File: config.mk
export PLATFORM = sky130hd
export DESIGN_NAME = snake_renderer
export DESIGN_NICKNAME = d
export VERILOG_FILES = /design/src/rtl/snake_renderer.sv
export SDC_FILE = /design/constraint.sdc
export NUM_CORES = 1
export LEC_CHECK = 0
export BUFFER_PORTS_ARGS = -buffer_cell sky130_fd_sc_hd__clkbuf_2
export CAP_MARGIN = 20
export CORE_ASPECT_RATIO = 0.5
export CORE_UTILIZATION = 45
export CTS_CLUSTER_SIZE = 20
export DETAILED_ROUTE_END_ITERATION = 8
export PLACE_DENSITY = 0.81
export SETUP_SLACK_MARGIN = 0.05
export SLEW_MARGIN = 20
export SYNTH_ARGS = -nofsm -noshare
export SYNTH_HDL_FRONTEND = slang
export SYNTH_SLANG_ARGS = --single-unit
export TNS_END_PERCENT = 20
File: constraint.sdc
create_clock -name i_clk -period 1.7 [get_ports i_clk]
set_input_delay 0.085 -clock i_clk [delete_from_list [all_inputs] [get_ports i_clk]]
set_output_delay 0.085 -clock i_clk [all_outputs]
set_load 0.01 [all_outputs]
File: src/rtl/snake_renderer.sv
// Two-stage pixel pipeline for the snake board: maps the raster position to a board RAM
// address, then turns the returned cell code into a colour aligned with the delayed syncs.
module snake_renderer #(
  parameter int unsigned CELL_SHIFT = 4,
  parameter int unsigned GRID_W     = 40,
  parameter int unsigned GRID_H     = 30
) (
  input  logic        i_clk,
  input  logic        i_resetn,
  input  logic        i_pix_tick,
  input  logic [9:0]  i_hcount,
  input  logic [9:0]  i_vcount,
  input  logic        i_hsync,
  input  logic        i_vsync,
  input  logic        i_video_on,
  input  logic        i_game_over,
  output logic [10:0] o_cell_addr,
  input  logic [1:0]  i_cell_data,
  output logic [11:0] o_rgb,
  output logic        o_hsync,
  output logic        o_vsync,
  output logic        o_frame_start,
  output logic [5:0]  o_frame_cnt
);

  localparam logic [11:0] ColBlack  = 12'h000;
  localparam logic [11:0] ColBorder = 12'h888;
  localparam logic [11:0] ColBody   = 12'h0F0;
  localparam logic [11:0] ColHead   = 12'hFF0;
  localparam logic [11:0] ColRed    = 12'hF00;
  localparam logic [11:0] ColDead   = 12'hF0F;

  localparam logic [1:0] CellEmpty = 2'd0;
  localparam logic [1:0] CellBody  = 2'd1;
  localparam logic [1:0] CellHead  = 2'd2;
  localparam logic [1:0] CellFood  = 2'd3;

  logic [9:0]  w_col;
  logic [9:0]  w_row;
  logic [10:0] w_addr;
  logic        w_edge;
  logic        w_frame_hit;
  logic [11:0] w_bg;
  logic [11:0] w_rgb;

  // Stage 1 state
  logic [10:0] r_cell_addr;
  logic        r_vid1;
  logic        r_hs1;
  logic        r_vs1;
  logic        r_edge1;

  // Stage 2 state
  logic [11:0] r_rgb;
  logic        r_hs2;
  logic        r_vs2;

  logic        r_frame_start;
  logic [5:0]  r_frame_cnt;

  assign w_col  = i_hcount >> CELL_SHIFT;
  assign w_row  = i_vcount >> CELL_SHIFT;
  assign w_addr = 11'(w_row) * 11'(GRID_W) + 11'(w_col);

  assign w_edge = (w_row == 10'd0) || (w_row == 10'(GRID_H - 1)) ||
                  (w_col == 10'd0) || (w_col == 10'(GRID_W - 1));

  assign w_frame_hit = i_pix_tick && (i_hcount == 10'd0) && (i_vcount == 10'd0);

  // Empty cells show the border colour on the outer ring of the grid
  assign w_bg = r_edge1 ? ColBorder : ColBlack;

  always_comb begin
    w_rgb = ColBlack;
    if (r_vid1) begin
      unique case (i_cell_data)
        CellEmpty: w_rgb = w_bg;
        CellBody:  w_rgb = i_game_over ? ColRed  : ColBody;
        CellHead:  w_rgb = i_game_over ? ColDead : ColHead;
        CellFood:  w_rgb = r_frame_cnt[4] ? w_bg : ColRed;
        default:   w_rgb = ColBlack;
      endcase
    end
  end

  always_ff @(posedge i_clk) begin
    if (!i_resetn) begin
      r_cell_addr   <= '0;
      r_vid1        <= 1'b0;
      r_hs1         <= 1'b1;
      r_vs1         <= 1'b1;
      r_edge1       <= 1'b0;
      r_rgb         <= ColBlack;
      r_hs2         <= 1'b1;
      r_vs2         <= 1'b1;
      r_frame_start <= 1'b0;
      r_frame_cnt   <= '0;
    end else begin
      r_frame_start <= w_frame_hit;
      if (w_frame_hit) begin
        r_frame_cnt <= r_frame_cnt + 6'd1;
      end
      if (i_pix_tick) begin
        r_cell_addr <= i_video_on ? w_addr : 11'd0;
        r_vid1      <= i_video_on;
        r_hs1       <= i_hsync;
        r_vs1       <= i_vsync;
        r_edge1     <= w_edge;
        r_rgb       <= w_rgb;
        r_hs2       <= r_hs1;
        r_vs2       <= r_vs1;
      end
    end
  end

  assign o_cell_addr   = r_cell_addr;
  assign o_rgb         = r_rgb;
  assign o_hsync       = r_hs2;
  assign o_vsync       = r_vs2;
  assign o_frame_start = r_frame_start;
  assign o_frame_cnt   = r_frame_cnt;

endmodule

==> impl_metrics.ini <==
[routing]
wl_mm = 4.32
met2_length_mm = 2.19
route.met3.wl_um = 175
post_drt_wl_per_cell_um = 13.5
viasPerCell = 5.19
num_vias = 1666
topRoutingLayerUsed = met4
drtIter0Drc = 77
drt_pass1_iterations = 4
met1_length_mm = 1.90
drcViolationCount = 0
ant_nets = 0

[worst_setup_path]
cp-end-kind = flip-flop
critical_path_buf_inv_count = 2
critPathTopFamily = simple AND/OR/NAND/NOR gates
crit_type = in2reg
crit_path_max_fanout = 3
slowest_delay_ns = 0.48
start_kind = primary input
cp.required_ns = 1.93
cp_cell_sequence = clkbuf_8 -> ha_4 -> ha_4 -> inv_2 -> fa_2 -> nand3b_1 -> nor2_2 -> or4b_4 -> nand3_2
cp.arrival_ns = 1.99
cp_common_cell = ha_4
slowest_stage = or4b_4

[cells_and_area]
layout_commonest_cell = clkbuf_2
final_util_pct = 65.9
syn_to_final_growth_pct = 34.1
nNetsFinal = 312
drive_gt1_share_pct = 38.1
n_antenna_cell = 0
fin_area_um2 = 2350
final_cell_mix = clkbuf_2 (58), dfxtp_1 (30), nor2_1 (20), nand2_1 (20)

[floorplan]
dieHeight_um = 46.1
ios = 61
rows = 15
core-area_um2 = 3570
die_w_um = 90.2
start_util_pct = 49.1
die_area_um2 = 4160

[grt]
grt_overflow = 0
antenna_found_initial = 0
grt_pass1_wl_mm = 6.85
grt_max_degree = 20
grt_pass1_vias = 1517
grt_use_total_pct = 21.7

[clock_tree]
cts_buffer_depth = 2
cts.reportedPaths.clkPinSlew_ns = 0.06
cts.sinks = 30
cts_tree = yes
cts-buffers-inserted = 5
clk_latency_ns = 0.29
clockRootBuffer = clkbuf_8
htreeDepth = 2

[logic_synthesis]
avgSynthCellArea_um2 = 8.85
ys_types = 37
ys_ff_latch = 30
synth_compound_area_share_pct = 12.6
synth-adder-area-share_pct = 10.9
synth_xor_area_share_pct = 6.50
synth_warnings = 0
synth_top_family_by_area = simple AND/OR/NAND/NOR gates
synthCells = 198
synth-simple-area-share_pct = 26.9
synth_mux_area_share_pct = 2.29
synthesis.area_um2 = 1750
yosysSeqAreaShare_pct = 34.3
synth_fp_nets = 241

[timing]
worst_slack_ns = -0.0551
slew_violations = 0
max_freq_mhz = 570
rsz0062_at_grt = true
relSlewSlack_pct = 67.8
period_needed_ns = 1.76
setup-tns-final_ns = -0.0551
fin_crit_sh_pct = 103
fin_skew_ns = 0.00494
setup-violations-final = 1
hold_violations = 0
tightest_slew_ns = 0.483

[pwr]
leakage_nw = 1.07
p_per_area_nw_per_um2 = 748
ir_drop_mv = 0.441
power.total_mw = 1.76

[run_status]
violations = setup timing
status = complete, but fails checks

[hold_path]
hold_class = in2reg

[place]
routabilityCongestion = 0.792
io_buffers = 60
dp_hpwl_mm = 3.19
dp_slack_ns = -0.334
place_area_um2 = 2200

[job]
maxCapViolCount = 0
[metal layers]
layer / vias up / global-route usage [%]
li1: 822 / -
met1: 804 / 25.2
met2: 32 / 39.1
met3: 8 / 6.93
met4: 0 / 8.39
met5: - / 0
[per-stage QoR]
step / std cells / hold WS (ns)
floorplan: 198 / 0.213
global placement: 311 / 0.308
detailed placement: 311 / 0.308
CTS: 321 / 0.00974
global route: 321 / 0.0251
finish: 321 / 0.0139
[state kept, by name, summed over array words and instances (netlist names)]
name and cells:
o_cell_addr 11, o_frame_cnt 6, o_frame_start 1, o_hsync 1, o_rgb 6, o_vsync 1, r_edge1 1, r_hs1 1
r_vid1 1, r_vs1 1
[where the power goes]
part           internal (mW)  switching, mW  total (mW)
sequential             0.728         0.0149       0.743
clock                  0.326          0.272       0.598
combinational          0.200          0.215       0.415
total                   1.25          0.502        1.76
[worst paths after layout]
kind                        from               to  slack [ns]  cells after the start
setup / recovery     i_vcount[7]  o_cell_addr[10]       -0.06                      9
hold / removal           i_vsync            r_vs1        0.01                      3
setup reg to reg  o_frame_cnt[4]         o_rgb[7]        0.52                      5
hold reg to reg         o_rgb[7]         o_rgb[7]        0.46                      2
[what timing repair did]
item,CTS,global route
hold buffers,0,0
setup endpoints to repair,2,3
pin swaps,7,4
resized for setup,6,2
setup buffers,2,0
[cells by family (layout without fill, tap and decap cells)]
family | after synthesis | count (layout)
simple gates | 77 | 77
compound gates | 36 | 36
flops | 30 | 30
buf+inv | 24 | 96
fa+ha+maj | 14 | 14
xor+xnor | 13 | 13
mux | 4 | 4
[cell usage after synthesis, drive strengths merged]
| library cell | instances | share of area (%) |
|---|---|---|
| a32o | 2 | 1.1 |
| nand2 | 20 | 4.3 |
| xnor2 | 9 | 4.5 |
| clkbuf | 3 | 0.64 |
| nand3 | 13 | 3.7 |
| nor2b | 1 | 0.36 |
| nand3b | 1 | 0.43 |
| o21ai | 7 | 2.0 |
| ha | 12 | 8.6 |
| clkinv | 1 | 0.21 |
| or4b | 1 | 0.57 |
| o211ai | 2 | 0.86 |
| o2bb2ai | 3 | 1.5 |
| nand2b | 1 | 0.36 |
| nor4 | 5 | 6.1 |
| mux2i | 4 | 2.3 |
| nor3b | 2 | 0.86 |
| dfxtp | 30 | 34 |
| nor3 | 3 | 1.4 |
| a21o | 2 | 0.86 |
| o311ai | 1 | 0.50 |
| a31oi | 1 | 0.36 |
| and4 | 2 | 1.0 |
| inv | 11 | 2.4 |
| buf | 9 | 3.3 |
| and2 | 4 | 1.4 |
| nor2 | 21 | 4.5 |
| xor2 | 4 | 2.0 |
| fa | 2 | 2.3 |
| a21oi | 17 | 4.9 |
| a221o | 1 | 0.57 |
| nand4 | 3 | 1.9 |
[worst min-delay path: stages]
cell and delay, ns:
clkbuf_2 0.08, mux2i_1 0.06, nand2_1 0.05
[final cells by class]
| class | instances | area [µm²] |
|---|---|---|
| Clock buffer | 7 | 86.3 |
| Clock inverter | 1 | 5.00 |
| Fill cell | 278 | 1220 |
| Inverter | 12 | 45.0 |
| Multi-Input combinational cell | 144 | 1110 |
| Sequential cell | 30 | 601 |
| Tap cell | 51 | 63.8 |
| Timing Repair Buffer | 76 | 438 |
Note: power is estimated with default switching activity, not from simulation.
